==> src/rtl/clk_div_mon_pkg.sv <==
// clk_div_mon_pkg
// Shared definitions for the divided-clock monitor: the measurement FSM
// state type and the default counter width / lock depth.
package clk_div_mon_pkg;

    localparam int unsigned CNT_W_DEF  = 8;
    localparam int unsigned LOCK_N_DEF = 4;

    typedef enum logic [1:0] {
        IDLE = 2'd0,
        HIGH = 2'd1,
        LOW  = 2'd2
    } state_t;

endpackage

==> src/rtl/clk_div_monitor_edge_det.sv <==
// edge_det
// Registers a signal that is already synchronous to clk and flags its edges
// in the cycle they first appear at the input.
// Ports:
//   clk  - clock
//   rst  - asynchronous active-low reset
//   sig  - monitored signal
//   rise - sig high now, low last cycle
//   fall - sig low now, high last cycle
module edge_det (
    input  logic clk,
    input  logic rst,
    input  logic sig,
    output logic rise,
    output logic fall
);

    logic d_q;

    always_ff @(posedge clk or negedge rst) begin
        if (!rst) d_q <= 1'b0;
        else      d_q <= sig;
    end

    assign rise = sig & ~d_q;
    assign fall = ~sig & d_q;

endmodule

==> src/rtl/clk_div_monitor.sv <==
// clk_div_monitor
// Measures the period and high phase of a divided clock generated from clk,
// compares each complete period with exp_div and declares lock after LOCK_N
// consecutive matches. A phase that never ends raises a timeout error.
// Optional feature macro: CLK_DIV_MON_DUTY_EN enables the duty-cycle check;
// without it duty_err is tied low.
// Ports:
//   clk        - sole clock, rising edge
//   rst        - asynchronous active-low reset
//   div_clk    - divided clock under test (synchronous to clk)
//   exp_div    - expected division ratio (2 .. 2^CNT_W-1)
//   period     - last measured period in clk cycles
//   high_cnt   - high-phase length of last period
//   meas_valid - one-cycle pulse when period/high_cnt update
//   locked     - LOCK_N consecutive periods equal to exp_div
//   err        - one-cycle pulse on period mismatch or timeout
//   duty_err   - one-cycle pulse on duty violation
module clk_div_monitor
    import clk_div_mon_pkg::*;
#(
    parameter int unsigned CNT_W  = CNT_W_DEF,
    parameter int unsigned LOCK_N = LOCK_N_DEF
) (
    input  logic             clk,
    input  logic             rst,
    input  logic             div_clk,
    input  logic [CNT_W-1:0] exp_div,
    output logic [CNT_W-1:0] period,
    output logic [CNT_W-1:0] high_cnt,
    output logic             meas_valid,
    output logic             locked,
    output logic             err,
    output logic             duty_err
);

    localparam int unsigned MW = (LOCK_N < 1) ? 1 : $clog2(LOCK_N + 1);
    localparam logic [MW-1:0]    LOCK_V  = MW'(LOCK_N);
    localparam logic [CNT_W-1:0] CNT_MAX = '1;
    // A counter sitting here with its phase still running reaches CNT_MAX
    // on this edge, which is the timeout point.
    localparam logic [CNT_W-1:0] CNT_TO  = CNT_MAX - 1'b1;
    localparam logic [CNT_W-1:0] CNT_ONE = CNT_W'(1);

    state_t           state;
    logic             rise;
    logic             fall;
    logic [CNT_W-1:0] hcnt;
    logic [CNT_W-1:0] lcnt;
    logic [MW-1:0]    match_cnt;
    logic [MW-1:0]    match_next;
    logic [CNT_W:0]   sum_full;
    logic [CNT_W-1:0] sum_sat;
    logic             match;

    edge_det u_edge (
        .clk  (clk),
        .rst  (rst),
        .sig  (div_clk),
        .rise (rise),
        .fall (fall)
    );

    assign sum_full   = {1'b0, hcnt} + {1'b0, lcnt};
    assign sum_sat    = sum_full[CNT_W] ? CNT_MAX : sum_full[CNT_W-1:0];
    assign match      = (sum_sat == exp_div);
    assign match_next = (match_cnt == LOCK_V) ? match_cnt : match_cnt + 1'b1;

    always_ff @(posedge clk or negedge rst) begin
        if (!rst) begin
            state      <= IDLE;
            hcnt       <= '0;
            lcnt       <= '0;
            match_cnt  <= '0;
            period     <= '0;
            high_cnt   <= '0;
            meas_valid <= 1'b0;
            locked     <= 1'b0;
            err        <= 1'b0;
        end else begin
            meas_valid <= 1'b0;
            err        <= 1'b0;
            case (state)
                IDLE: begin
                    // Period started from IDLE is measured but the rise
                    // that opens it reports nothing.
                    if (rise) begin
                        state <= HIGH;
                        hcnt  <= CNT_ONE;
                    end
                end
                HIGH: begin
                    if (fall) begin
                        state <= LOW;
                        lcnt  <= CNT_ONE;
                    end else if (hcnt >= CNT_TO) begin
                        hcnt      <= CNT_MAX;
                        err       <= 1'b1;
                        match_cnt <= '0;
                        locked    <= 1'b0;
                        state     <= IDLE;
                    end else begin
                        hcnt <= hcnt + 1'b1;
                    end
                end
                LOW: begin
                    if (rise) begin
                        state      <= HIGH;
                        hcnt       <= CNT_ONE;
                        period     <= sum_sat;
                        high_cnt   <= hcnt;
                        meas_valid <= 1'b1;
                        if (match) begin
                            match_cnt <= match_next;
                            locked    <= (match_next == LOCK_V);
                        end else begin
                            err       <= 1'b1;
                            match_cnt <= '0;
                            locked    <= 1'b0;
                        end
                    end else if (lcnt >= CNT_TO) begin
                        lcnt      <= CNT_MAX;
                        err       <= 1'b1;
                        match_cnt <= '0;
                        locked    <= 1'b0;
                        state     <= IDLE;
                    end else begin
                        lcnt <= lcnt + 1'b1;
                    end
                end
                default: state <= IDLE;
            endcase
        end
    end

`ifdef CLK_DIV_MON_DUTY_EN
    localparam logic [CNT_W:0] ONE_W = (CNT_W + 1)'(1);
    logic [CNT_W-1:0] low_len;
    logic             duty_bad;

    // Low phase taken from the reported (saturated) period so the check is
    // consistent with what period/high_cnt show.
    assign low_len  = sum_sat - hcnt;
    assign duty_bad = ({1'b0, hcnt} > ({1'b0, low_len} + ONE_W)) ||
                      ({1'b0, low_len} > ({1'b0, hcnt} + ONE_W));

    always_ff @(posedge clk or negedge rst) begin
        if (!rst) duty_err <= 1'b0;
        else      duty_err <= (state == LOW) && rise && duty_bad;
    end
`else
    assign duty_err = 1'b0;
`endif

endmodule
==> config.mk <==
export PLATFORM = sky130hd
export DESIGN_NAME = clk_div_monitor
export DESIGN_NICKNAME = d
export VERILOG_FILES = /design/src/rtl/clk_div_mon_pkg.sv /design/src/rtl/clk_div_monitor_edge_det.sv /design/src/rtl/clk_div_monitor.sv
export SDC_FILE = /design/constraint.sdc
export NUM_CORES = 1
export LEC_CHECK = 0
export ABC_AREA = 1
export CAP_MARGIN = 20
export CORE_ASPECT_RATIO = 0.75
export CORE_MARGIN = 2
export CORE_UTILIZATION = 55
export CTS_BUF_LIST = sky130_fd_sc_hd__clkbuf_4
export DETAILED_ROUTE_END_ITERATION = 12
export PLACE_DENSITY_LB_ADDON = 0.2
export RECOVER_POWER = 100
export SETUP_SLACK_MARGIN = 0.1
export SYNTH_ARGS = -nofsm -noshare
export SYNTH_HDL_FRONTEND = slang
export SYNTH_SLANG_ARGS = --single-unit
==> constraint.sdc <==
create_clock -name clk -period 3.23 [get_ports clk]
set_input_delay 0.8075 -clock clk [delete_from_list [all_inputs] [get_ports clk]]
set_output_delay 0.8075 -clock clk [all_outputs]
set_load 0.05 [all_outputs]
---- After elaboration in Yosys (flattened, before gate mapping) ----
Index checks and enable logic that the tools add are counted.
storage, ports and cells
  register bits ........................... 41
  bits in latches ......................... 0
  bits in writable memories ............... 0
  bits in read-only memories .............. 0
  input bits .............................. 11
  word-level logic and storage cells ...... 78
  memories kept ........................... 0
operators by class
  add/sub/neg operators ................... 4
  multiply operators ...................... 0
  divide/modulo/power cells ............... 0
  $lt $le $gt $ge ......................... 2
  equal/unequal tests ..................... 13
  shifts and indexed selects .............. 0
  mux-type cells .......................... 36
  bitwise operators ....................... 4
  reductions and logical operators ........ 9
operators by type and width
  operator                                                                  count
  8-bit 2-to-1 mux                                                          7
  8-bit one-hot mux with 2 select lines                                     2
  3-bit 2-to-1 mux                                                          6
  8-bit by 1-bit adder with 8-bit output (second input constant)            2
  8-bit >= comparator (second input constant)                               2
  1-bit 2-to-1 mux                                                          12
  2-bit 2-to-1 mux                                                          5
  2-bit inequality test (second input constant)                             5
  8-bit by 8-bit adder with 9-bit output                                    1
  3-bit AND reduction                                                       3
  8-bit == test                                                             1
  3-bit == test (second input constant)                                     2
  3-bit inequality test (second input constant)                             2
  2-bit one-hot mux with 3 select lines                                     1
  3-bit one-hot mux with 2 select lines                                     1
  1-bit one-hot mux with 2 select lines                                     2
  4-bit AND reduction                                                       1
  2-bit nonzero test                                                        2
  3-bit by 1-bit adder with 3-bit output (second input constant)            1
  1-bit bitwise AND                                                         2
  2-bit by 1-bit == test with 1-bit output (second input constant)          1
  2-bit == test (second input constant)                                     1
  2-bit zero test                                                           1
  2-bit by 1-bit inequality test with 1-bit output (second input constant)  1
  3 further kinds                                                           4

---- Logic depth before layout (Yosys ltp) ----
Gate-level depths: netlist of run 1.
  word-level depth ........................ 6
  depth in mapped cells ................... 15

---- By module ----
Synthesis of run 1 repeated with hierarchy kept, for this count alone.
second synthesis, totals
  cell total of the unflattened synthesis .. 381
  area total of the unflattened synthesis .. 2821.5 um^2
modules (own cells, without submodules)
  module           instances  cells an instance  area an instance (um^2)  sequential area each (um^2)
  clk_div_monitor  1          376                2781.4                   1001.0
  edge_det         1          5                  40.0                     25.0

---- Least setup slack after synthesis of run 1 ----
Ideal clock, no wire load.
  path kind ............................... reg2reg
  from .................................... reg hcnt[0]
  to ...................................... reg err
  library setup time ...................... 0.120 ns
  data arrival time ....................... 2.074 ns
  data required time ...................... 3.110 ns
  path slack .............................. 1.035 ns
  cell stages (with the launch flop) ...... 16
  buffers on the path ..................... 1
  period minus slack after synthesis ...... 2.195 ns
  cells stage by stage .................... dfrtp_1 ha_1 fa_1 nand2_1 nand2_1 nand2_2 nor2_2 nor2_4 buf_6 nand2_1 nand2_1 nand3_1 nor2_2 nand3_1 nand2_1 a21oi_1
between the ends
  longest elaborated chain between the ends .. 6
RTL lines
  what                                     line                    source
  start, declared                          clk_div_monitor.sv:47   logic [CNT_W-1:0] hcnt;
  start signal, assigned                   clk_div_monitor.sv:102  hcnt <= hcnt + 1'b1;
  8-bit by 8-bit adder with 9-bit output   clk_div_monitor.sv:63   assign sum_full = {1'b0, hcnt} + {1'b0, lcnt};
  8-bit 2-to-1 mux                         clk_div_monitor.sv:64   assign sum_sat = sum_full[CNT_W] ? CNT_MAX : sum_full[CNT_W-1:0];
  8-bit == test                            clk_div_monitor.sv:65   assign match = (sum_sat == exp_div);
  1-bit 2-to-1 mux                         clk_div_monitor.sv:112  if (match) begin
  1-bit 2-to-1 mux                         clk_div_monitor.sv:106  if (rise) begin
  1-bit one-hot mux with 2 select lines *  clk_div_monitor.sv:82   case (state)
  end signal, assigned                     clk_div_monitor.sv:81   err <= 1'b0;
  end signal, assigned                     clk_div_monitor.sv:116  err <= 1'b1;
  end signal, assigned                     clk_div_monitor.sv:122  err <= 1'b1;
  end, declared                            clk_div_monitor.sv:32   output logic err,
Every way passes the cells marked *; elsewhere a longest branch is shown, timed or not.
A chain may end at the register's enable or synchronous reset.

---- Worst setup path after layout of run 1 ----
  from .................................... in div_clk
  to ...................................... reg lcnt[0]
between the ends
  longest elaborated chain between the ends .. 4
RTL lines
  what                                    line                            source
  start, declared                         clk_div_monitor.sv:26           input logic div_clk,
  1-bit inverter                          clk_div_monitor_edge_det.sv:26  assign fall = ~sig & d_q;
  1-bit bitwise AND                       clk_div_monitor_edge_det.sv:26
  2-bit inequality test (no source line)  n/a
  3-bit AND reduction (no source line) *  n/a
  end signal, assigned                    clk_div_monitor.sv:127          lcnt <= lcnt + 1'b1;
  end, declared                           clk_div_monitor.sv:48           logic [CNT_W-1:0] lcnt;
Marked as above.

==> impl_metrics.csv, run 1 <==
group,metric,value,unit
drt,drc,0,
cells_and_area,multi_input_area,1394,um^2
floorplanning,die_h,64.79,um
global_routing,overflow,0,
power,p_total,2.084,mW
critical_path,worstSetupStartpointType,"input pin",
floorplanning,start_util,56.26,%
clock_network,cts_root_buf,"clkbuf_4",
placed_design,gp_congestion,0.9075,
global_routing,grt_pass1_wl,10180,um
drt,antenna_left,0,
placed_design,portBuffers,29,
cells_and_area,drive_gt1_share,4.433,%
placed_design,dp_hpwl,4560,um
critical_path,r2r_cells,14,
critical_path,cp-end-kind,"flop",
power,ir_drop,0.5935,mV
sta,finalHoldViolCount,0,
floorplanning,rows,22,
drt,wl_per_cell,12.91,um
drt,first_pass_iters,4,
hold_path,hold_path.class,"reg2reg",
yosys,syn_avg_cell_area,7.285,um^2
cells_and_area,nets,435,
critical_path,worstPathCellList,"dlygate4sd3_1 -> inv_1 -> nand2_1 -> nand2_1 -> inv_1 -> nor3_1 -> inv_1 -> nor2_1 -> inv_2 -> nor3_1 -> a21oi_1",
yosys,ys_seq_area_share,37.86,%
placed_design,postPlaceCellArea,3055,um^2
clock_network,cts_buffers,5,
drt,top_layer,"met4",
cells_and_area,layout.cells.most_common,"nand2_1",
drt,via_count,2504,
clock_network,cts_buffer_depth,2,
power,p_leak,1.627,nW
sta,slew_viol_final,42,
sta,rsz0062_at_grt,"no",
drt,wl_met3,377,um
cells_and_area,final_area,3084,um^2
critical_path,crit_fanout,6,
sta,fin_crit,2.852,ns
floorplanning,die_w,85.06,um
power,power_density,675.8,nW/um^2
critical_path,cp.required,3.48,ns
sta,fmax,350.6,MHz
critical_path,crit_path_frequent_cell,"inv_1",
floorplanning,ios,31,
yosys,ys_ff_latch,41,
sta,fin_hold_ws,0.4891,ns
drt,wl_met2,2566,um
sta,worstMarginPinSlew,2.207,ns
critical_path,crit_slowest_cell,"nor3_1",
clock_network,cts_resized,0,
run,cap_violations,1,
global_routing,grtUsageTotal,23.23,%
drt,drtIter0Drc,153,
critical_path,path_class,"in2reg",
yosys,syn_inst,372,
run_status,violations,"capacitance limit, slew limit",
sta,relSlewSlack,-47.12,%
cells_and_area,nFillCells,435,
critical_path,crit_arrival,3.10,ns
run_status,status,"finished with violations",
cells_and_area,ff_latch_area,1026,um^2
clock_network,cts.sinks,41,
drt,wl,6015,um
yosys,syn_nets,402,
sta,min_period_over_period,88.30,%
yosys,synthesis.area,2710,um^2
cells_and_area,syn_to_final_growth,13.80,%
clock_network,hold_buffers,0,
placed_design,place_ws,0.3875,ns
critical_path,slowest_delay,0.59,ns
floorplanning,dieArea,5511,um^2
drt,routed_via_density,5.373,
global_routing,grt_pass1_vias,2243,
clock_network,insertion_delay,0.36,ns
global_routing,antenna_found_initial,0,
drt,wl_met1,3013,um
cells_and_area,final_cell_mix,"nand2_1 (108), inv_1 (65), dfrtp_1 (41)",
sta,setup-violations-final,0,
sta,setup_slack,0.3779,ns
cells_and_area,antennaDiodeCount,0,
floorplanning,design.core.area,4817,um^2
clock_network,h-tree-depth,2,
hold_path,hold_depth,2,
yosys,synth_cell_types,37,
sta,fin_tns_setup,0,ns
global_routing,grt_max_degree,42,
clock_network,clk_pin_slew,0.13,ns
clock_network,cts_setup_buffers,0,
sta,fin_skew,0.01332,ns
yosys,yosys_warnings,0,
clock_network,cts_tree,"yes",
-- flip-flops by register name, summed over array words and instances, names as in the netlist --
register / cells
period: 8
u_edge.d_q: 1
meas_valid: 1
high_cnt: 8
match_cnt: 3
lcnt: 8
err: 1
hcnt: 8
state: 2
locked: 1
-- kinds of logic after synthesis --
logic type | share of synthesized area (%)
AND/OR/NAND/NOR | 30.89
XOR/XNOR | 0.9697
flip-flops | 37.86
other | 0.1384
AO/OA/AOI/OAI | 10.85
buffers and inverters | 10.25
adder cells (fa/ha/maj) | 9.049
-- final timing paths --
path	startpoint	end	slack, ns
max	div_clk	lcnt[0]	0.38
min	period[3]	period[3]	0.49
max reg2reg	hcnt[0]	match_cnt[0]	0.48
min reg2reg	period[3]	period[3]	0.49
max in group asynchronous	rst	lcnt[6]	0.89
min in group asynchronous	rst	high_cnt[0]	1.08
-- power breakdown --
group	internal (mW)	leakage, nW	total [mW]	switching (mW)
Combinational	0.341	1.06	1.11	0.769
Sequential	0.632	0.542	0.721	0.0889
Clock	0.0789	0.0300	0.254	0.175
Total	1.05	1.63	2.08	1.03
-- area by class of cell --
type	instances	area share (%)
Clock buffer	5	1.217
Multi-Input combinational cell	260	45.19
Inverter	66	8.032
Clock inverter	3	0.4057
Sequential cell	41	33.27
Timing Repair Buffer	31	9.452
Tap cell	60	2.434
-- per-layer routing --
metal | GRT usage, % | vias up
met5 | 0 | -
li1 | - | 1267
met1 | 33.93 | 1156
met2 | 35.45 | 74
met3 | 4.586 | 7
met4 | 5.952 | 0
-- cell usage after synthesis --
cell type	instances	area (um^2)
nor2_2	3	18.77
ha_1	18	225.2
inv_1	65	244.0
xnor2_1	1	8.760
nor3_1	11	55.05
nand2_1	107	401.6
nor3_2	1	10.01
nand3_2	1	10.01
xor2_1	2	17.52
nor4_1	1	6.260
o21ai_0	23	115.1
o21bai_1	1	7.510
and2_4	1	8.760
o22ai_1	9	56.30
buf_6	1	11.26
conb_1	1	3.750
or2_2	2	12.51
nand3_1	18	90.09
nand3b_1	3	22.52
buf_4	1	7.510
nand4_1	12	75.07
or2_4	1	8.760
dfrtp_1	41	1026
nor3_4	1	16.27
o21ai_1	1	5.000
inv_2	1	3.750
a31oi_1	2	12.51
nor2_4	1	11.26
o211ai_1	2	15.01
fa_1	1	20.02
o21ai_2	1	8.760
a21oi_1	10	50.05
nand2_2	3	18.77
clkbuf_1	3	11.26
a211o_1	1	8.760
nor2_1	19	71.32
o31ai_1	2	15.01
-- critical path: cells and delay by family --
family	cells	cell delay [ns]
simple gates	5	1.19
buf+inv	5	1.03
compound gates	1	0.06
-- metrics by stage --
step                cells  util (%)
detailed placement    458     63.43
floorplan             372         -
CTS                   466     64.47
finish                466     64.03
global route          466     64.03
global placement      458     63.43
Note: power is estimated with default switching activity, not from simulation.
==> run 2, diff against run 1 <==
Settings changed: PLACE_DENSITY set to 0.78, PLACE_DENSITY_LB_ADDON 0.2 to unset.
==> impl_metrics.csv, run 2 (same netlist as run 1, synthesis figures left out) <==
group,metric,value,unit
placed_design,portBuffers,29,
cells_and_area,final_cell_mix,"nand2_1 (108), inv_1 (66), dfrtp_1 (41)",
drt,via_count,2463,
global_routing,grt_pass1_vias,2287,
floorplanning,rows,22,
hold_path,hold_depth,2,
global_routing,antenna_found_initial,0,
clock_network,hold_buffers,0,
power,p_int,1.140,mW
drt,wl_per_cell,12.42,um
drt,drtIter0Drc,151,
critical_path,path_class,"in2reg",
cells_and_area,antennaDiodeCount,0,
sta,fin_crit,2.792,ns
sta,setup_slack,0.4379,ns
critical_path,r2r_cells,14,
hold_path,hold_path.class,"reg2reg",
run,cap_violations,1,
clock_network,cts_buffers,5,
placed_design,dp_hpwl,4526,um
power,p_leak,1.645,nW
sta,fmax,358.2,MHz
drt,antenna_left,0,
floorplanning,die_h,64.79,um
cells_and_area,syn_to_final_growth,14.91,%
sta,finalHoldViolCount,0,
clock_network,clk_pin_slew,0.12,ns
critical_path,crit_fanout,6,
sta,slew_viol_final,42,
clock_network,cts_buffer_depth,2,
power,power_density,692.5,nW/um^2
placed_design,gp_congestion,0.8922,
drt,wl,5786,um
floorplanning,die_w,85.06,um
global_routing,grtUsageTotal,23.40,%
critical_path,cp.required,3.47,ns
sta,setup-violations-final,0,
cells_and_area,final_area,3114,um^2
cells_and_area,ff_latch_area,1026,um^2
critical_path,cp-end-kind,"flop",
cells_and_area,nets,435,
clock_network,cts_root_buf,"clkbuf_4",
drt,routed_via_density,5.285,
clock_network,cts_tree,"yes",
floorplanning,design.core.area,4817,um^2
drt,drc,0,
cells_and_area,multi_input_area,1391,um^2
cells_and_area,final_cell_count_no_fill,466,
power,p_comb_share,51.1,%
power,p_clk_share,15.6,%
clock_network,cts.sinks,41,
power,ir_drop,0.5954,mV
power,p_sw,1.016,mW
floorplanning,ios,31,
sta,fin_hold_ws,0.4850,ns
critical_path,crit_arrival,3.04,ns
cells_and_area,drive_gt1_share,4.926,%
placed_design,place_ws,0.4731,ns
sta,min_period_over_period,86.44,%
drt,first_pass_iters,4,
power,sw_frac_of_total,47.13,%
sta,fin_skew,0.005887,ns
sta,relSlewSlack,-40.48,%
clock_network,cts_resized,0,
clock_network,insertion_delay,0.34,ns
placed_design,dp.cells,458,
run_status,violations,"capacitance limit, slew limit",
clock_network,h-tree-depth,2,
placed_design,postPlaceCellArea,3055,um^2
cells_and_area,layout.cells.most_common,"nand2_1",
cells_and_area,nFillCells,425,
global_routing,overflow,0,
run_status,status,"finished with violations",
power,p_seq_share,33.2,%
sta,fin_tns_setup,0,ns
global_routing,grt_pass1_wl,10390,um
critical_path,worstSetupStartpointType,"input pin",
sta,worstMarginPinSlew,2.107,ns
clock_network,cts_setup_buffers,0,
sta,rsz0062_at_grt,"no",
global_routing,grt_max_degree,42,
floorplanning,start_util,56.26,%
floorplanning,dieArea,5511,um^2
run 2: path summary, 6_finish.rpt:
kind                            from          end  slack [ns]
min in group asynchronous        rst  high_cnt[1]        1.06
setup reg to reg             hcnt[0]       locked        0.51
hold / removal             period[4]    period[4]        0.49
hold reg to reg            period[4]    period[4]        0.49
setup / recovery             div_clk      lcnt[0]        0.44
max in group asynchronous        rst    period[0]        0.98
run 2: routing by layer:
metal | global-route usage (%) | share of wire (%)
met4 | 4.960 | 0.54
met2 | 35.94 | 43
met3 | 4.076 | 5.9
met5 | 0 | 0
met1 | 34.81 | 51
run 2: area by class of cell:
class	instances	share of cell area, %
sequential	41	32.94
tap	60	2.411
timing repair buffer	31	9.482
inverter	66	7.955
multi-input combinational	260	44.68
clock buffer	6	1.446
clock inverter	2	1.085
run 2: stage by stage:
step / util, % / total power [mW]
6_report: 64.65 / 2.157
5_1_grt: 64.65 / 2.317
4_1_cts: 65.06 / 2.214
3_5_place_dp: 63.43 / 1.876
3_3_place_gp: 63.43 / 1.856
2_1_floorplan: - / 1.524
run 2: power groups by stage:
stage | logic, mW | clock network, mW | registers (mW)
floorplan | 0.528 | 0 | 0.996
global placement | 1.13 | 0 | 0.729
detailed placement | 1.14 | 0 | 0.732
CTS | 1.15 | 0.344 | 0.722
global route | 1.21 | 0.368 | 0.736
finish | 1.10 | 0.337 | 0.717
run 2: critical path, cell delays in order:
cell and delay [ns]:
dlygate4sd3_1 0.55, inv_1 0.09, nor2_1 0.07, inv_1 0.11, nor2_1 0.08, nor3_1 0.53
inv_1 0.19, nor2_1 0.24, inv_1 0.15, nor3_1 0.15, a21oi_1 0.06
==> run 3, diff against run 2 <==
Settings changed: TNS_END_PERCENT set to 10.
==> results of run 3 <==
No change in the layout: final DEF, timing and power equal those of run 2.
